$ cat config.mk
export PLATFORM = sky130hd
export DESIGN_NAME = ntt_stage_ctrl
export DESIGN_NICKNAME = d
export VERILOG_FILES = /design/src/rtl/pq_ntt_pkg.sv /design/src/rtl/ntt_stage_ctrl.sv
export SDC_FILE = /design/constraint.sdc
export NUM_CORES = 1
export LEC_CHECK = 0
export ABC_CLOCK_PERIOD_IN_PS = 6300
export BUFFER_PORTS_ARGS = -buffer_cell sky130_fd_sc_hd__buf_2
export CORE_MARGIN = 2
export CORE_UTILIZATION = 60
export DETAILED_ROUTE_END_ITERATION = 8
export GPL_ROUTABILITY_DRIVEN = 0
export PLACE_DENSITY = 0.81
export SKIP_LAST_GASP = 1
export SLEW_MARGIN = 10
export SYNTH_ARGS = -nofsm -noshare
export SYNTH_HDL_FRONTEND = slang
export SYNTH_SLANG_ARGS = --single-unit
$ cat constraint.sdc
create_clock -name clk -period 6.3 [get_ports clk]
set_clock_uncertainty 0.1 [all_clocks]
set_input_delay 0.63 -clock clk [delete_from_list [all_inputs] [get_ports clk]]
set_output_delay 0.63 -clock clk [all_outputs]
set_load 0.01 [all_outputs]
$ cat src/rtl/pq_ntt_pkg.sv
// Shared NTT control types: FSM state encoding, ring-dimension decode, twiddle index base.
package pq_ntt_pkg;

  typedef enum logic [2:0] {
    ST_IDLE,
    ST_LOAD,
    ST_BFLY,
    ST_UPD,
    ST_FIN
  } ntt_state_e;

  localparam logic [3:0] INDEX_BASE = 4'd10;

  // Unsupported ring dimensions fall back to n = 256.
  function automatic logic [3:0] log2_n(input logic [10:0] n);
    case (n)
      11'h200: return 4'd9;
      11'h400: return 4'd10;
      default: return 4'd8;
    endcase
  endfunction

endpackage

$ cat src/rtl/ntt_stage_ctrl.sv
// Cooley-Tukey NTT address/twiddle sequencer: one butterfly pair per bf_valid&bf_ready handshake.
// All outputs registered; a stalled request holds its addresses until bf_ready.
module ntt_stage_ctrl
  import pq_ntt_pkg::*;
#(
  parameter int ADDR_WIDTH = 10
) (
  input  logic                  clk,
  input  logic                  rst_n,
  input  logic                  start,
  input  logic                  abort,
  input  logic [10:0]           param_n,
  input  logic                  fwd_ntt_i,
  input  logic                  bf_ready,
  output logic                  bf_valid,
  output logic [ADDR_WIDTH-1:0] addr_a,
  output logic [ADDR_WIDTH-1:0] addr_b,
  output logic                  update_m,
  output logic                  update_omega,
  output logic [3:0]            index,
  output logic                  fwd_ntt,
  output logic                  busy,
  output logic                  done
);

  localparam int CW = ADDR_WIDTH + 1;
  localparam logic [ADDR_WIDTH-1:0] ONE_AW = {{(ADDR_WIDTH-1){1'b0}}, 1'b1};
  localparam logic [CW-1:0]         ONE_CW = {{(CW-1){1'b0}}, 1'b1};

  ntt_state_e            state_q;
  logic [3:0]            s_q, l_q, index_q;
  logic [ADDR_WIDTH-1:0] j_q, k_q, addr_a_q, addr_b_q;
  logic                  bf_valid_q, update_m_q, update_omega_q, fwd_q, busy_q, done_q;

  logic [ADDR_WIDTH-1:0] half_w, cur_a, nxt_a;
  logic [CW-1:0]         m_w, n_w, k_d;
  logic                  hs, inner_end, j_last, s_last;

  // k_d is one bit wider than k_q so the group-base overflow past n is visible.
  assign half_w    = ONE_AW << s_q;
  assign m_w       = {half_w, 1'b0};
  assign n_w       = ONE_CW << l_q;
  assign k_d       = {1'b0, k_q} + m_w;
  assign inner_end = (k_d >= n_w);
  assign j_last    = (j_q == half_w - ONE_AW);
  assign s_last    = (s_q == l_q - 4'd1);
  assign cur_a     = k_q + j_q;
  assign nxt_a     = k_d[ADDR_WIDTH-1:0] + j_q;
  assign hs        = bf_valid_q & bf_ready;

  always_ff @(posedge clk or negedge rst_n) begin
    if (!rst_n) begin
      state_q        <= ST_IDLE;
      s_q            <= '0;
      l_q            <= '0;
      j_q            <= '0;
      k_q            <= '0;
      index_q        <= '0;
      addr_a_q       <= '0;
      addr_b_q       <= '0;
      bf_valid_q     <= 1'b0;
      update_m_q     <= 1'b0;
      update_omega_q <= 1'b0;
      fwd_q          <= 1'b0;
      busy_q         <= 1'b0;
      done_q         <= 1'b0;
    end else begin
      update_m_q     <= 1'b0;
      update_omega_q <= 1'b0;
      done_q         <= 1'b0;
      if (abort && state_q != ST_IDLE) begin
        state_q    <= ST_IDLE;
        busy_q     <= 1'b0;
        bf_valid_q <= 1'b0;
        index_q    <= '0;
        s_q        <= '0;
        j_q        <= '0;
        k_q        <= '0;
      end else begin
        case (state_q)
          ST_IDLE: if (start) begin
            l_q        <= log2_n(param_n);
            fwd_q      <= fwd_ntt_i;
            s_q        <= '0;
            j_q        <= '0;
            k_q        <= '0;
            index_q    <= INDEX_BASE;
            update_m_q <= 1'b1;
            busy_q     <= 1'b1;
            state_q    <= ST_LOAD;
          end
          ST_LOAD, ST_UPD: begin
            bf_valid_q <= 1'b1;
            addr_a_q   <= cur_a;
            addr_b_q   <= cur_a + half_w;
            state_q    <= ST_BFLY;
          end
          ST_BFLY: if (hs) begin
            if (!inner_end) begin
              k_q      <= k_d[ADDR_WIDTH-1:0];
              addr_a_q <= nxt_a;
              addr_b_q <= nxt_a + half_w;
            end else if (!j_last) begin
              j_q            <= j_q + ONE_AW;
              k_q            <= '0;
              bf_valid_q     <= 1'b0;
              update_omega_q <= 1'b1;
              state_q        <= ST_UPD;
            end else if (!s_last) begin
              s_q        <= s_q + 4'd1;
              j_q        <= '0;
              k_q        <= '0;
              bf_valid_q <= 1'b0;
              update_m_q <= 1'b1;
              index_q    <= INDEX_BASE - (s_q + 4'd1);
              state_q    <= ST_LOAD;
            end else begin
              bf_valid_q <= 1'b0;
              done_q     <= 1'b1;
              state_q    <= ST_FIN;
            end
          end
          ST_FIN: begin
            busy_q  <= 1'b0;
            index_q <= '0;
            s_q     <= '0;
            j_q     <= '0;
            k_q     <= '0;
            state_q <= ST_IDLE;
          end
          default: state_q <= ST_IDLE;
        endcase
      end
    end
  end

  assign bf_valid     = bf_valid_q;
  assign addr_a       = addr_a_q;
  assign addr_b       = addr_b_q;
  assign update_m     = update_m_q;
  assign update_omega = update_omega_q;
  assign index        = index_q;
  assign fwd_ntt      = fwd_q;
  assign busy         = busy_q;
  assign done         = done_q;

endmodule

# == Word-level counts from Yosys, hierarchy flattened ==
# Index checks and enable logic that the tools add are counted.
# classes
add_sub_neg,10
n_mul,0
n_div,0
magnitude_cmp,1
n_eq_ne,17
n_shift,2
n_mux,65
bitwise_logic,2
reduce_logical,16
# ops
op,count
$mux 10,14
$pmux 10 s3,2
$mux 4,12
$add 10x10->10,4
$pmux 10 s2,2
$pmux 4 s3,2
$mux 1,22
$mux 3,6
$ne 3x3->1 const B,5
$add 10x11->11,1
$eq 11x10->1 const B,1
$eq 11x11->1 const B,1
$ge 11x11->1,1
$shl 1x4->11 const A,1
$add 10x1->10 const B,1
$eq 10x10->1,1
$shl 1x4->10 const A,1
$sub 10x1->10 const B,1
$pmux 3 s3,1
$reduce_and 3->1,3
$reduce_bool 3->1,3
$reduce_and 4->1,2
$eq 3x2->1 const B,2
$pmux 1 s2,3
20 further kinds,21
# word_totals
register_bits,61
latch_bits,0
mem_bits_rw,0
mem_bits_ro,0
input_bits,17
output_inout_bits,30
word_cells,127
memories,0

# == Depth between registers and ports, before layout ==
# Gate-level depths: netlist (run 1).
# depth
ltp_word,8
ltp_mapped,23
depth_no_buf,23

# == Worst setup path after synthesis (run 1) ==
# No wires, ideal clock.
# synth_timing
path_kind,register to register
from,reg s_q[1]
to,reg addr_a_q[0] (netlist: addr_a[0])
setup_time_ns,0.125
arrival_time_ns,4.463
required_ns,6.075
path_slack_ns,1.612
path_stages_with_launch,23
path_buffers,1
synth_period_minus_slack_ns,4.688
cell_sequence,dfrtp_1 -> inv_1 -> ha_1 -> nand2_1 -> inv_1 -> ha_1 -> a21oi_1 -> maj3_2 -> a21o_1 -> a21oi_4 -> o21a_1 -> o21a_1 -> o21ai_0 -> nand2b_1 -> xnor2_1 -> ha_1 -> a2111oi_0 -> nand4_1 -> a211oi_4 -> nor2_2 -> a2bb2oi_2 -> buf_6 -> mux2_4
# synth_between
elab_chain_cells,5
# synth_lines
item,line,rtl
"start, declared",ntt_stage_ctrl.sv:31,"logic [3:0] s_q, l_q, index_q;"
"start signal, assigned",ntt_stage_ctrl.sv:110,s_q <= s_q + 4'd1;
$shl 1x4->10,ntt_stage_ctrl.sv:40,assign half_w = ONE_AW << s_q;
$add 10x11->11,ntt_stage_ctrl.sv:43,"assign k_d = {1'b0, k_q} + m_w;"
$ge 11x11->1,ntt_stage_ctrl.sv:44,assign inner_end = (k_d >= n_w);
$ne 2x2->1 (no source line),--,
$reduce_and 4->1 (no source line),--,
"end signal, assigned",ntt_stage_ctrl.sv:94,addr_a_q <= cur_a;
"end signal, assigned",ntt_stage_ctrl.sv:101,addr_a_q <= nxt_a;
"end, declared",ntt_stage_ctrl.sv:32,"logic [ADDR_WIDTH-1:0] j_q, k_q, addr_a_q, addr_b_q;"
# No other way between the ends.
# A chain may end at the register's enable or synchronous reset.

# == Worst setup path in the final report (run 1) ==
# layout_timing
from,reg s_q[0]
to,reg addr_a_q[7] (netlist: addr_a[7])
# layout_between
elab_chain_cells,6
word_cells_on_any_way,9
cone_classes,2 x add/sub; 1 x order compare; 1 x eq/ne; 1 x shift; 3 x mux; 1 x reduce/logical
# layout_lines
item,line,rtl
$shl 1x4->10 (*),ntt_stage_ctrl.sv:40,
$add 10x11->11 (*),ntt_stage_ctrl.sv:43,
$add 10x10->10,ntt_stage_ctrl.sv:48,assign nxt_a = k_d[ADDR_WIDTH-1:0] + j_q;
$mux 10,ntt_stage_ctrl.sv:99,if (!inner_end) begin
$mux 10,ntt_stage_ctrl.sv:98,ST_BFLY: if (hs) begin
$pmux 10 s2,ntt_stage_ctrl.sv:80,case (state_q)
# Every way passes the cells marked *; elsewhere a longest branch is shown, timed or not. The select of a mux whose other input is x is not followed.

==> results.ini, run 1 <==
[grt]
grt_usage = 0.283
antenna_found_initial = 0
grt-ovfl-total = 0
grt_max_degree = 59
grt_pass1_wl_mm = 19.3
grt_pass1_vias = 4050

[clocking]
cts-hold-fix-buffers = 0
cts_root_buffer = clkbuf_8
post_cts_resized = 0
cts_buffer_depth = 2
cts_buffers = 9
htree_levels = 3
clock-sinks = 58
clk_pin_slew_ns = 0.07
cts_setup_buffers = 0
cts_tree = yes
clock_latency_ns = 0.36

[outcome]
status = complete, no violations

[floorplanning]
fp.dieW_um = 93.7
initial_utilization = 0.621
coreArea_mm2 = 0.00777
dieArea_mm2 = 0.00878
die_h_um = 93.7
pin_count = 47
rows = 32

[setup_path]
critPathArrivalTime_ns = 5.84
path_common_cell = ha_1
crit_path_top_delay_cell = nor2b_1
start_kind = flip-flop
crit_chain = ha_1, ha_1, nor2b_1, nand2_1, a21o_1, a21oi_4, o21a_1, o21a_1, o21ai_0, nand2b_1, xnor2_1, ha_1, a2111oi_0, nand4_1, a211oi_4, nor2_2, a2bb2oi_2, buf_4, mux2_4
r2r_slack_ns = 0.60
cp-end-kind = flip-flop
critPathKind = flip-flop to flip-flop
worstPathRequired_ns = 6.44
cp_max_fo = 20
slowest_delay_ns = 0.67

[place]
hpwl_mm = 8.72
port_buffers = 46
place_inst = 627

[synthesis]
async_flop_share = 1.00
ys_ff_latch = 58
syn_area_mm2 = 0.00483
synthCells = 497
ys_types = 71
synth-edff-count = 0
synth_nets = 559
synth-main-ff-cell = dfrtp_1
ys_seq_area_frac = 0.301
avgSynthCellArea_um2 = 9.71
ys_warn_count = 0

[cells_and_area]
multi_input_area_mm2 = 0.00314
final_cells = 643
syn_to_final_growth_pct = 9.96
layout_common_cells = dfrtp_1 (58), buf_2 (46), ha_1 (43)
final_common_cell = dfrtp_1
antenna_cells = 0
nFillCells = 604
nets = 598
seq_area_mm2 = 0.00145
drive_gt1_frac = 0.226

[sta]
finalMaxSlewViolations = 0
hold_violations = 0
timing.setup.tns_ns = 0
whs_ns = 0.304
max-slew-margin-rel = 0.477
rsz0062_at_grt = no
fin_crit_sh = 0.905
finalSetupViolations = 0
tightest_slew_ns = 0.782
min_period_ns = 5.70
clock.fmax_mhz = 175

[detailed_routing]
via_per_inst = 6.23
routed_wirelength_mm = 11.8
dr.pass1.iters = 7
vias = 4008
drc = 0
routedWlPerCell_um = 18.4
drt_iter0_markers = 189
drt.antenna.violating_nets = 0

[run]
cap_violations = 0

[power_and_ir_drop]
irDropWorstVdd_uv = 141
power.density_mw_per_mm2 = 180
p_leak_nw = 2.59

[worst_hold_path]
hold_path_class = input pin to asynchronous set/reset pin

-- flip-flops by register name, indices dropped and copies added (netlist names) --
name,cells
addr_a,10
addr_b,10
bf_valid,1
busy,1
done,1
fwd_ntt,1
index,3
j_q,10
k_q,9
l_q,3
s_q,4
state_q,3
update_m,1
update_omega,1
-- area by class of cell --
type,instances,area share
Multi-Input combinational cell,387,0.592
Sequential cell,58,0.274
Timing Repair Buffer,48,0.0462
Clock buffer,11,0.0266
Tap cell,102,0.0241
Inverter,32,0.0226
Clock inverter,5,0.0146
-- stage by stage --
step | setup slack, ns | power [mW] | instance area, um^2 | utilization
after floorplan | 1.61 | 0.511 | 4830 | -
final | 0.600 | 0.954 | 5310 | 0.683
after CTS | 0.695 | 0.956 | 5310 | 0.683
after global placement | 1.10 | 0.558 | 5090 | 0.655
after detailed placement | 0.944 | 0.564 | 5090 | 0.655
after global routing | 0.254 | 0.988 | 5310 | 0.683
-- final timing paths --
path	depth (start not counted)	from	end
max reg2reg	19	s_q[0]$_DFFE_PN0P_	addr_a[7]$_DFFE_PN0P_
min in group clk	2	param_n[10]	l_q[0]$_DFFE_PN0P_
max	19	s_q[0]$_DFFE_PN0P_	addr_a[7]$_DFFE_PN0P_
min	2	rst_n	addr_b[7]$_DFFE_PN0P_
min reg2reg	1	addr_b[0]$_DFFE_PN0P_	addr_b[0]$_DFFE_PN0P_
max in group asynchronous	2	rst_n	s_q[2]$_DFFE_PN0P_
-- cells by family (layout without fill, tap and decap cells) --
family | count (synthesis) | in the layout | share of synthesized area
muxes | 30 | 30 | 0.0863
buffers and inverters | 52 | 96 | 0.0480
DFF | 58 | 58 | 0.301
adders and majority gates | 51 | 51 | 0.133
AOI/OAI and AO/OA | 117 | 117 | 0.183
and+or+nand+nor | 145 | 145 | 0.169
xor gates and xnor gates | 44 | 44 | 0.0799
-- layer usage --
layer,GRT usage,part of all wire,up-vias
li1,-,-,1873
met1,0.345,0.41,1954
met2,0.495,0.51,156
met3,0.0474,0.059,25
met4,0.115,0.022,0
met5,0,0,-
-- worst max-delay path, delay by kind of cell (launching register included) --
| family | cells | cell delay, ns |
|---|---|---|
| compound gates | 8 | 2.00 |
| xor+xnor | 1 | 0.12 |
| fa+ha+maj | 3 | 0.77 |
| buf+inv | 1 | 0.26 |
| flops | 1 | 0.53 |
| mux | 1 | 0.35 |
| simple gates | 5 | 1.42 |
-- cell usage after synthesis (all sizes together) (11+ instances only) --
master  number  area share
or4         11       0.017
nand2b      12       0.016
nor2        27       0.023
a21oi       23       0.027
ha          43        0.11
nand2       33       0.026
xor2        17       0.031
xnor2       27       0.049
mux2        27       0.080
inv         32       0.025
nand3       12       0.012
o21ai       27       0.029
dfrtp       58        0.30
-- report_power, final --
| part | switching [mW] | internal [mW] | total, mW |
|---|---|---|---|
| combinational | 0.0850 | 0.0630 | 0.148 |
| clock | 0.165 | 0.232 | 0.397 |
| sequential | 0.0172 | 0.392 | 0.409 |
Note: power is estimated with default switching activity, not from simulation.
==> run 2, diff against run 1 <==
HOLD_SLACK_MARGIN = 0.02   (was not set)
PLACE_DENSITY = 0.8   (was 0.81)
SKIP_LAST_GASP = not set   (was 1)
==> run 2 against run 1 <==
  * Via count shrank 2.3%
  * Clock power shrank 2%
  * Global-route usage shrank 0.96 points
  * Maximum frequency grew 2.9%
  * Largest power group unchanged
  * Core utilization grew 0.097 points
  * Cell count grew 0.16%
  * Critical endpoint is now addr_b[9]$_DFFE_PN0P_
  * Die area is the same
==> results.ini, run 2 (synthesis results as in run 1) <==
[clocking]
clock_latency_ns = 0.35  ; about the same
clock-sinks = 58  ; unchanged
clk_pin_slew_ns = 0.07  ; about the same
htree_levels = 3  ; unchanged
cts_buffers = 9  ; unchanged
cts_buffer_depth = 2  ; unchanged
cts_setup_buffers = 0  ; unchanged
cts-hold-fix-buffers = 0  ; unchanged
post_cts_resized = 0  ; unchanged
cts_tree = yes
cts_root_buffer = clkbuf_8

[sta]
setup_ws_ns = 0.761  ; +0.162 ns
finalSetupViolations = 0  ; unchanged
tightest_slew_ns = 0.828  ; +0.0457 ns
clock.fmax_mhz = 181  ; +2.9%
rsz0062_at_grt = no
finalMaxSlewViolations = 0  ; unchanged
max-slew-margin-rel = 0.447  ; -0.0306
fin_crit_sh = 0.879  ; -0.0257
timing.setup.tns_ns = 0  ; unchanged
min_period_ns = 5.54  ; -0.162 ns
hold_violations = 0  ; unchanged

[detailed_routing]
drt_iter0_markers = 197  ; +4.2%
drc = 0  ; unchanged
routed_wirelength_mm = 11.4  ; -3.4%
routedWlPerCell_um = 17.7  ; -3.6%
vias = 3915  ; -2.3%
drt.antenna.violating_nets = 0  ; unchanged
via_per_inst = 6.08  ; -2.5%
dr.pass1.iters = 5  ; -2

[power_and_ir_drop]
irDropWorstVdd_uv = 156  ; +10%
p_leak_nw = 2.60  ; +0.21%
power.density_mw_per_mm2 = 177  ; -1.4%

[grt]
grt_pass1_vias = 3939  ; -2.7%
grt_max_degree = 59  ; unchanged
grt_usage = 0.273  ; -0.00964
grt_pass1_wl_mm = 18.6  ; -3.3%
grt-ovfl-total = 0  ; unchanged
antenna_found_initial = 0  ; unchanged

[setup_path]
worstPathRequired_ns = 6.43  ; about the same
start_kind = flip-flop
startpoint = s_q[1]$_DFFE_PN0P_
critPathArrivalTime_ns = 5.67  ; -0.17 ns
cp_max_fo = 8  ; -60%
critPathKind = flip-flop to flip-flop
cp-end-kind = flip-flop
timing.rr.start = s_q[1]$_DFFE_PN0P_

[cells_and_area]
syn_to_final_growth_pct = 10.1
final_common_cell = dfrtp_1
layout_common_cells = dfrtp_1 (58), buf_2 (46), ha_1 (43)
drive_gt1_frac = 0.227  ; +0.00143
nets = 599  ; +0.17%
antenna_cells = 0  ; unchanged

[floorplanning]
dieArea_mm2 = 0.00878  ; unchanged
coreArea_mm2 = 0.00777  ; unchanged
die_h_um = 93.7  ; unchanged
pin_count = 47  ; unchanged
rows = 32  ; unchanged
initial_utilization = 0.621  ; unchanged
fp.dieW_um = 93.7  ; unchanged

[outcome]
status = complete, no violations

[run]
cap_violations = 0  ; unchanged

[place]
post-place-ws_ns = 0.824  ; -0.120 ns
hpwl_mm = 8.47  ; -2.9%
port_buffers = 46  ; unchanged

[worst_hold_path]
hold_path_class = input pin to asynchronous set/reset pin

==> run 2: stage by stage <==
| stage | area [um^2] | power, mW | utilization | cells | hold WS [ns] |
|---|---|---|---|---|---|
| after floorplan | 4830 | 0.511 | - | 497 | 0.234 |
| after global placement | 5090 | 0.557 | 0.656 | 628 | 0.382 |
| after detailed placement | 5090 | 0.561 | 0.656 | 628 | 0.390 |
| after CTS | 5310 | 0.949 | 0.684 | 644 | 0.366 |
| after global routing | 5310 | 0.986 | 0.684 | 644 | 0.379 |
| final | 5310 | 0.943 | 0.684 | 644 | 0.330 |
==> run 2: per-layer routing <==
metal,GRT usage,routed length [um],vias up
met5,0,0,-
met4,0.105,246,0
met3,0.0586,627,28
met2,0.455,5640,125
met1,0.347,4890,1891
li1,-,-,1871
==> run 2: final timing paths <==
kind                                          to  slack [ns]  cells past startpoint
min                        addr_b[6]$_DFFE_PN0P_        0.33                      2
max in group asynchronous     s_q[3]$_DFFE_PN0P_        5.26                      2
min in group clk              l_q[0]$_DFFE_PN0P_        0.39                      2
max reg2reg                addr_b[9]$_DFFE_PN0P_        0.76                     23
max                        addr_b[9]$_DFFE_PN0P_        0.76                     23
min reg2reg                addr_a[0]$_DFFE_PN0P_        0.40                      1
==> run 2: power by group <==
part	internal, mW	switching, mW	total (mW)
sequential	0.392	0.0159	0.408
clock	0.232	0.156	0.388
combinational	0.0631	0.0838	0.147
total	0.687	0.255	0.943
==> run 2: cell type report <==
type                       count  area, um^2
timing repair buffer          49         253
sequential                    58        1450
inverter                      32         120
fill                         635        2450
clock buffer                  11         141
clock inverter                 5        77.6
tap                          102         128
multi-input combinational    387        3140
==> run 2: worst max-delay path: stages, from the launching register on <==
cell       delay, ns
dfrtp_1         0.46
inv_1           0.12
ha_1            0.31
nand2_1         0.16
inv_1           0.17
ha_1            0.26
a21oi_1         0.18
maj3_2          0.26
xor2_1          0.30
nor2_1          0.10
xor2_1          0.17
ha_1            0.32
o21ai_0         0.09
o21bai_1        0.24
and2_1          0.18
nor2_1          0.05
xnor2_1         0.15
ha_1            0.23
a2111oi_0       0.70
o31ai_1         0.17
a21oi_1         0.22
xnor2_1         0.15
xnor2_1         0.08
mux2_4          0.26
